--- config.mk ---
export PLATFORM = sky130hd
export DESIGN_NAME = prog_sequencer
export DESIGN_NICKNAME = d
export VERILOG_FILES = /design/src/rtl/prog_sequencer.sv
export SDC_FILE = /design/constraint.sdc
export NUM_CORES = 1
export LEC_CHECK = 0
export CORE_MARGIN = 1
export CORE_UTILIZATION = 30
export CTS_BUF_LIST = sky130_fd_sc_hd__clkbuf_4
export DETAILED_ROUTE_END_ITERATION = 12
export PLACE_DENSITY = 0.86
export REMOVE_ABC_BUFFERS = 1
export SYNTH_ARGS = -nofsm -noshare
export SYNTH_HDL_FRONTEND = slang
export SYNTH_SLANG_ARGS = --single-unit
export TNS_END_PERCENT = 1
--- constraint.sdc ---
create_clock -name Clk -period 1.45 [get_ports Clk]
set_input_delay 0.435 -clock Clk [delete_from_list [all_inputs] [get_ports Clk]]
set_output_delay 0.435 -clock Clk [all_outputs]
set_load 0.05 [all_outputs]
--- src/rtl/prog_sequencer.sv ---
// Program-start sequencer: turns the Start pulse into PC load/hold control and raises Ack on Halt.
// Define SEQ_CYCLE_COUNT_EN to enable the saturating RUN-cycle counter on CycleCount.
module prog_sequencer #(
   parameter int A        = 10,
   parameter int NUM_PROG = 3,
   parameter int BASE0    = 0,
   parameter int BASE1    = 100,
   parameter int BASE2    = 200,
   parameter int CW       = 32
) (
   input  logic          Clk,
   input  logic          Reset,
   input  logic          Start,
   input  logic          Halt,
   output logic          PcLoad,
   output logic [A-1:0]  PcLoadValue,
   output logic          PcHold,
   output logic          Ack,
   output logic [1:0]    ProgIdx,
   output logic          Running,
   output logic [CW-1:0] CycleCount
);
   typedef enum logic [1:0] {IDLE = 2'd0, ARMED = 2'd1, RUN = 2'd2, DONE = 2'd3} state_t;

   localparam logic [1:0] LAST_PROG = 2'(NUM_PROG);

   state_t       state_reg, state_next;
   logic         start_r;
   logic [1:0]   prog_idx_reg, prog_idx_next;
   logic         ack_reg, ack_next;
   logic         rise, fall, pc_load;
   logic [A-1:0] base_tab [0:3];

   // Entry 0 covers "no program launched yet"; entries 1..3 are the program bases.
   assign base_tab[0] = '0;
   genvar gi;
   generate
      for (gi = 1; gi < 4; gi++) begin : g_base
         localparam int BASE_VAL = (gi == 1) ? BASE0 : (gi == 2) ? BASE1 : BASE2;
         assign base_tab[gi] = A'(BASE_VAL);
      end
   endgenerate

   assign rise = Start & ~start_r;
   assign fall = ~Start & start_r;

   always_ff @(posedge Clk) begin
      if (Reset) begin
         state_reg    <= IDLE;
         start_r      <= 1'b0;
         prog_idx_reg <= '0;
         ack_reg      <= 1'b0;
      end else begin
         state_reg    <= state_next;
         start_r      <= Start;
         prog_idx_reg <= prog_idx_next;
         ack_reg      <= ack_next;
      end
   end

   always_comb begin
      state_next    = state_reg;
      prog_idx_next = prog_idx_reg;
      ack_next      = ack_reg;
      case (state_reg)
         IDLE, DONE: begin
            // Once every program has run, further arms are ignored and Ack stays up.
            if (rise && (prog_idx_reg < LAST_PROG)) begin
               state_next    = ARMED;
               prog_idx_next = prog_idx_reg + 2'd1;
               ack_next      = 1'b0;
            end
         end
         ARMED: begin
            if (fall) state_next = RUN;
         end
         RUN: begin
            if (Halt) begin
               state_next = DONE;
               ack_next   = 1'b1;
            end
         end
         default: state_next = IDLE;
      endcase
   end

   assign pc_load     = ~Reset & (state_reg == ARMED) & fall;
   assign PcLoad      = pc_load;
   assign PcLoadValue = base_tab[prog_idx_reg];
   assign PcHold      = Reset | (~pc_load & (state_reg != RUN));
   assign Ack         = ack_reg;
   assign ProgIdx     = prog_idx_reg;
   assign Running     = (state_reg == RUN);

`ifdef SEQ_CYCLE_COUNT_EN
   logic [CW-1:0] cycle_cnt_reg;

   always_ff @(posedge Clk) begin
      if (Reset) begin
         cycle_cnt_reg <= '0;
      end else if (pc_load) begin
         cycle_cnt_reg <= '0;
      end else if ((state_reg == RUN) && (cycle_cnt_reg != '1)) begin
         cycle_cnt_reg <= cycle_cnt_reg + CW'(1);
      end
   end

   assign CycleCount = cycle_cnt_reg;
`else
   assign CycleCount = '0;
`endif

endmodule
# After elaboration in Yosys (flattened, before gate mapping)

Index checks and enable logic that the tools add are counted.

Latch bits: 0
Bits of input ports: 4
Register bits after elaboration: 6
Word-level logic and storage cells: 42
Output and inout bits: 48
Memory bits (writable): 0
Memories: 0
Bits in read-only memories: 0

Muxes and demuxes: 10
Reductions and logical operators: 7
$lt $le $gt $ge: 2
Shift-type cells: 0
Add/sub/neg operators: 1
Multipliers: 0
Eq/ne operators: 7
Divide/modulo/power cells: 0
Bitwise gates (word level): 11

Operators with widths:

| operator              | number |
|---|---|
| $bmux W10 S2          | 1 |
| $mux W10              | 2 |
| $ne A2 B2 Y1 const B  | 4 |
| $mux W2               | 3 |
| $pmux W2 S3           | 1 |
| $reduce_and A3 Y1     | 2 |
| $and A1 B1 Y1         | 5 |
| $eq A2 B2 Y1 const B  | 2 |
| $not A1 Y1            | 4 |
| $ge A3 B3 Y1 const B  | 1 |
| $not A2 Y3            | 1 |
| $add A2 B1 Y2 const B | 1 |
| $eq A2 B1 Y1 const B  | 1 |
| $logic_not A2 Y1      | 1 |
| $lt A2 B2 Y1 const B  | 1 |
| $mux W1               | 2 |
| $pmux W1 S2           | 1 |
| $reduce_and A2 Y1     | 1 |
| $reduce_bool A2 Y1    | 1 |
| $reduce_or A2 Y1      | 1 |
| $logic_and A1 B1 Y1   | 1 |
| $or A1 B1 Y1          | 1 |

# Longest topological paths before layout

Gate-level depths: netlist of the first run.

Word-level depth: 6
Gate-level depth with buffers: 5
Gate-level depth less buffers: 5

# Least setup slack after synthesis of the first run

Ideal clock, no wire load.

Path kind: input port to output port
Start: in Reset
End: out PcHold
Data required time: 1.015 ns
Slack: -1.391 ns
Buffers on the path: 1
Stages on the path: 3
Arrival time: 2.406 ns
Path through: clkbuf_1 > nor3b_1 > a21oi_1

Word-level cells in the longest chain between the ends: 6

Ends and longest elaborated chain:

| element                     | line | RTL |
|---|---|---|
| start, declared             | 12   | `input logic Reset,` |
| $not A1 Y1                  | 87   | `assign pc_load = ~Reset & (state_reg == ARMED) & fall;` |
| $and A1 B1 Y1 (2 in series) | 87   |  |
| named net PcLoad            | 15   | `output logic PcLoad,` |
| $not A1 Y1                  | 90   | `assign PcHold = Reset \| (~pc_load & (state_reg != RUN));` |
| $and A1 B1 Y1               | 90   |  |
| $or A1 B1 Y1                | 90   |  |
| end, declared               | 17   | `output logic PcHold,` |

The timed path passes the listed nets, and every way through them passes these cells.

# Worst setup path in the final report of the first run

Start: reg state_reg[1]
End: out PcHold

Word-level cells in the longest chain between the ends: 6
Elaborated cells between the ends (all ways): 7
Those cells by class: eq/ne: 2; bitwise: 5

Ends and longest elaborated chain:

| element                     | line | RTL |
|---|---|---|
| start, declared             | 27   | `state_t state_reg, state_next;` |
| start signal, assigned      | 54   | `state_reg <= state_next;` |
| $eq A2 B1 Y1                | 87   |  |
| $and A1 B1 Y1 (2 in series) | 87   |  |
| $not A1 Y1                  | 90   |  |
| $and A1 B1 Y1 *             | 90   |  |
| $or A1 B1 Y1 *              | 90   |  |

Mark *: on every way between the ends. The rest lies on a longest branch, timed or not.

==> results of run 1 <==
[final timing paths]
path                            slack, ps            to          from  cells after the start
worst min-delay path                  450       start_r         Start                      2
worst min register to register        620  state_reg[1]  state_reg[1]                      3
worst max-delay path                 -250        PcHold  state_reg[1]                      5
worst max register to register       -140  state_reg[0]    ProgIdx[0]                      4
[cells by family after synthesis]
group,synth area share
other cells,0.00567
fa+ha+maj,0.0945
simple gates,0.104
compound gates,0.102
xor+xnor,0.0132
flops,0.181
buf+inv,0.482
mux,0.0170
[per-layer routing]
| layer | up-vias | part of all wire | track usage |
|---|---|---|---|
| met5 | - | 0 | 0 |
| met4 | 0 | 0.0076 | 0.0588 |
| met3 | 2 | 0.082 | 0.0530 |
| met2 | 40 | 0.56 | 0.231 |
| met1 | 230 | 0.35 | 0.118 |
| li1 | 233 | - | - |
[stage by stage]
| stage | cell area [um^2] | worst slack, ps | power (mW) |
|---|---|---|---|
| after detailed placement | 867 | -614 | 1.45 |
| after global placement | 867 | -584 | 1.41 |
| final | 1010 | -252 | 1.81 |
| after CTS | 1010 | -244 | 1.79 |
| after global routing | 1010 | -324 | 1.91 |
| after floorplan | 493 | -1380 | 0.955 |
[cells in the final DEF (no fill, tap or decap)]
cell type,count
conb_1,37
buf_4,14
buf_12,11
dfxtp_2,4
nor2_1,4
ha_4,4
nor2b_1,3
clkbuf_4,3
dfxtp_1,2
inv_2,2
inv_1,2
buf_6,2
nand2b_4,1
nor3b_4,1
a21oi_2,1
and4bb_2,1
xnor2_1,1
a211o_1,1
or3b_4,1
o31ai_2,1
a21oi_1,1
a211oi_2,1
a21boi_1,1
o221a_2,1
a221oi_2,1
mux2_1,1
ha_1,1
clkdlybuf4s50_1,1
dlygate4sd2_1,1
buf_2,1
[power by group through the flow]
stage                     logic [mW]  clock network, mW  registers [mW]
after floorplan                0.585                  0           0.370
after global placement          1.17                  0           0.243
after detailed placement        1.20                  0           0.250
after CTS                       1.36              0.157           0.274
after global routing            1.45              0.177           0.282
final                           1.38              0.155           0.276
[what timing repair did]
| action | in CTS | in global routing |
|---|---|---|
| endpoints found under the setup margin | 11 | 11 |
| gates cloned | 0 | 0 |
| setup buffers | 4 | 0 |
| gates resized for setup | 28 | 1 |
| pin swaps | 2 | 1 |
[cell type report]
| cell class | instances | area (um^2) |
|---|---|---|
| Fill cell | 197 | 1010 |
| Clock buffer | 3 | 22.5 |
| Inverter | 4 | 15.0 |
| Tap cell | 27 | 33.8 |
| Multi-Input combinational cell | 63 | 443 |
| Sequential cell | 6 | 125 |
| Timing Repair Buffer | 30 | 372 |
==> impl_results.md, run 1 <==
- Status: complete, but fails checks
- Failing checks: setup timing
- Switching Share: 0.490
- CTS buffer count: 3
- Crit. End Element: output port
- Clock network fraction of total power: 0.085
- Reg power frac: 0.153
- Critical path required time: 1020 ps
- Netlist cell types: 21
- Syn Area/Cell: about 8.5 um^2
- Clock Latency Late Sink: 250 ps
- Die width: 49.0 um
- Final setup violation count: 9
- DR vias/cell: 3.80
- Final TNS setup: -932 ps
- Final WS setup: -252 ps
- Via count: 505
- Fraction of layout cells with a size suffix above 1: 0.472
- Ranking of synthesized cells by area: buf_4 45%, dfxtp_1 18%, ha_1 9.5%
- CP delay by family, top: flip-flops
- List of most frequent post-synthesis cells: 40 x buf_4, 6 x dfxtp_1, 5 x ha_1
- Cell count after synthesis: 78
- Top-count cell post-synth: buf_4
- Post-synth EDFFs: 0
- # clock sinks: 6
- Diode count: 0
- Max-slew violations: 0
- Comb pwr share: 0.762
- # nets final: ~120
- Crit path largest cell delay: 340 ps
- Clock buffer depth: 2
- Hpwl dp: around 1.0 mm
- Core area: about 2000 um^2
- Cell accounting for the most synthesized area: buf_4
- Worst-path maximum fanout: 2
- Pleak: 0.492 nW
- Post-synthesis sequential area ratio: 0.181
- Mapped Area: 662 um^2
- First drt pass iteration count: 3
- Pwr dens: between 1500 and 2000 nW/um^2
- Reg clk slew, reported paths: 50 ps
- Total grt overflow: 0
- H-Tree Level Count: 1
- Worst Clk Skew: 6.83 ps
- Vias in the first global route: 449
- Initial Util: 0.327
- Area Overhead vs Synth: 52.7%
- Routed Wire Length: 1.31 mm
- Max Cap Viol: 0
- RSZ-0062 raised after global routing: true
- Worst VDD drop: a little over 1 mV
- Pint: 0.923 mW
- Area share of the largest cell type after synthesis: 0.454
- Crit start category: flip-flop
- Final design utilization: 0.500
- DR WL/cell: just under 10 um
- Period Utilization, post-route: 1.17
- Endpoints failing hold: 0
- Placer congestion estimate: 0.722
- Boundary Pins: 52
- Main synth FF type: dfxtp_1
- Yosys reg bits: 6
- Global-route wire length before repair: ~2.2 mm
- Crit path arrival time: 1270 ps
- Clock period minus worst slack: around 1700 ps
- Critical path buffer and inverter count: 2
- Crit-path cells: inv_2 > ha_4 > nor3b_4 > a21oi_2 > buf_12
- Net Sw Power: 0.887 mW
- Synth Warn #: 0
- Fraction of registers with async set/reset: 0
- Buffers on Ports: 14
- Root buf cell: clkbuf_4
- Placed cell count: 126
- Initial antenna violation count: 0
- ANT nets after route: 0
- GRT Total Usage: 0.125
- Largest net degree at the start of global routing: 7
- Finished Layout Cells: ~130
- Die height: between 40 and 50 um
- Std cell rows: 16
- Min-Delay Path Class: in2reg
- Die ar.: 2400 um^2
- Detailed Route Iter0 Violations: 3
- Hold Buf Count CTS: 0
- DRC violations left: 0
- CTS tree: yes
- Max Clk Rate: 588 MHz
- WS Path Type: reg2out
- CP max stage cell: dfxtp_2
- WHS: around 450 ps
Note: power is estimated with default switching activity, not from simulation.
==> inputs of run 2 (changes only) <==
--- a/config.mk
+++ b/config.mk
@@ -5,6 +5,7 @@
 export SDC_FILE = /design/constraint.sdc
 export NUM_CORES = 1
 export LEC_CHECK = 0
+export CORE_ASPECT_RATIO = 1.4
 export CORE_MARGIN = 1
 export CORE_UTILIZATION = 30
 export CTS_BUF_LIST = sky130_fd_sc_hd__clkbuf_4
==> run 2 against run 1 <==
Compared with the run above: utilization down 0.53 points; flip-flop and latch count unchanged; clock skew down 1.6 ps; the run still ends with setup timing left; critical endpoint is now PcLoad; count of clock-buffer cells in the layout unchanged; register-to-register slack better by 20 ps; power about the same.
==> impl_results.md, run 2 (same netlist as run 1, synthesis figures left out) <==
- Core area: 2020 um^2 (about the same)
- Period Utilization, post-route: 1.15 (-0.0271)
- DRC violations left: 0 (unchanged)
- Final WS setup: -213 ps (+39.2 ps)
- Critical path required time: 1020 ps (about the same)
- # clock sinks: 6 (unchanged)
- RSZ-0062 raised after global routing: true
- Worst Clk Skew: 5.22 ps (-1.62 ps)
- ANT nets after route: 0 (unchanged)
- Placed cell count: 121 (-4.0%)
- Root buf cell: clkbuf_4
- DR WL/cell: 9.67 um (-1.8%)
- Detailed Route Iter0 Violations: 2 (-1)
- Boundary Pins: 52 (unchanged)
- Via count: 502 (-0.59%)
- Crit path arrival time: 1230 ps (-40 ps)
- Worst-path maximum fanout: 2 (unchanged)
- CP max stage cell: dfxtp_2
- DR vias/cell: 3.98 (+4.9%)
- Vias in the first global route: 450 (+0.22%)
- Buffers on Ports: 14 (unchanged)
- Clock Latency Late Sink: 250 ps (about the same)
- CTS buffer count: 3 (unchanged)
- Diode count: 0 (unchanged)
- Initial Util: 0.328 (about the same)
- GRT Total Usage: 0.114 (-0.0114)
- Crit-path cells: inv_2 > ha_4 > nor3b_4 > buf_4 > buf_12
- Max Clk Rate: 601 MHz (+2.4%)
- Die width: 41.7 um (-15%)
- Endpoints failing hold: 0 (unchanged)
- Finished Layout Cells: 126 (-5.3%)
- Largest net degree at the start of global routing: 7 (unchanged)
- # nets final: 116 (-0.85%)
- CTS tree: yes
- WS Path Type: reg2out
- Final design utilization: 0.495 (-0.00526)
- Most common cell after layout, fill and taps aside: conb_1
- Crit. End Element: output port
- Area Overhead vs Synth: 51.0%
- Crit start category: flip-flop
- Die ar.: 2400 um^2 (+0.11%)
- Max Cap Viol: 0 (unchanged)
- First drt pass iteration count: 3 (unchanged)
- Worst VDD drop: 1.23 mV (+20%)
- Crit path largest cell delay: 310 ps (-30 ps)
- Routed Wire Length: 1.22 mm (-6.9%)
- Max-slew violations: 0 (unchanged)
- Clock period minus worst slack: 1660 ps (-39.3 ps)
- Failing checks: setup timing
- Min-Delay Path Class: in2reg
- Most frequent cells in the layout: 37 x conb_1, 12 x buf_4, 11 x buf_12, 4 x nor2_1, 4 x ha_4
- Hpwl dp: 903 um (-11%)
- H-Tree Level Count: 1 (unchanged)
- Hold Buf Count CTS: 0 (unchanged)
- Pwr dens: 1810 nW/um^2 (+1.2%)
- Reg clk slew, reported paths: 40 ps (about the same)
- Total grt overflow: 0 (unchanged)
- Pleak: 0.487 nW (-1.0%)
- Initial antenna violation count: 0 (unchanged)
- Clock buffer depth: 2 (unchanged)
- Final TNS setup: -780 ps (+152 ps)
- Final setup violation count: 7 (-2)
- Global-route wire length before repair: 1.97 mm (-9.5%)
- Die height: 57.6 um (+18%)
- Std cell rows: 19 (+3)
- Placer congestion estimate: 0.684 (-5.3%)
- Status: complete, but fails checks
- Fraction of layout cells with a size suffix above 1: 0.457 (-0.0146)
## run 2: worst paths after layout
check | depth (start not counted) | to | start | slack (ps)
max reg2reg | 4 | state_reg[0] | ProgIdx[1] | -120
max | 5 | PcLoad | state_reg[1] | -210
min reg2reg | 3 | state_reg[1] | state_reg[1] | 620
min | 2 | start_r | Start | 470
## run 2: cell type report
type / count / area (um^2)
Tap cell: 21 / 26.3
Sequential cell: 6 / 128
Multi-Input combinational cell: 63 / 438
Clock buffer: 3 / 22.5
Fill cell: 167 / 1020
Timing Repair Buffer: 29 / 368
Inverter: 4 / 17.5
## run 2: where the power goes
part / total (mW) / leakage (nW) / switching [mW] / internal, mW
Combinational: 1.38 / 0.422 / 0.765 / 0.613
Sequential: 0.279 / 0.0512 / 0.0532 / 0.226
Clock: 0.154 / 0.0138 / 0.0603 / 0.0936
Total: 1.81 / 0.487 / 0.879 / 0.932
## run 2: per-stage QoR
stage / hold slack [ps] / power [mW] / setup WS, ps / cell area (um^2)
finish: 470 / 1.81 / -213 / 1000
global route: 482 / 1.91 / -296 / 1000
CTS: 457 / 1.77 / -223 / 986
detailed placement: 605 / 1.47 / -645 / 867
global placement: 587 / 1.44 / -571 / 867
floorplan: 459 / 0.955 / -1380 / 493
## run 2: metal layers
layer | track usage | vias up | wire length [um]
met2 | 0.217 | 42 | 686
met5 | 0 | - | 0
met4 | 0.0691 | 0 | 33
li1 | - | 233 | -
met1 | 0.104 | 223 | 392
met3 | 0.0316 | 4 | 107
## run 2: repair_timing
item / 4_1_cts / 5_1_grt
setup buffers: 2 / 0
resized for setup: 25 / 6
pin swaps: 2 / 0
setup endpoints to repair: 10 / 11
## run 2: worst max-delay path, delay by kind of cell, from the launching register on
| family | cells | cell delay [ps] |
|---|---|---|
| buffers and inverters | 3 | 330 |
| AND/OR/NAND/NOR | 1 | 200 |
| flip-flops | 1 | 310 |
| adder cells (fa/ha/maj) | 1 | 130 |
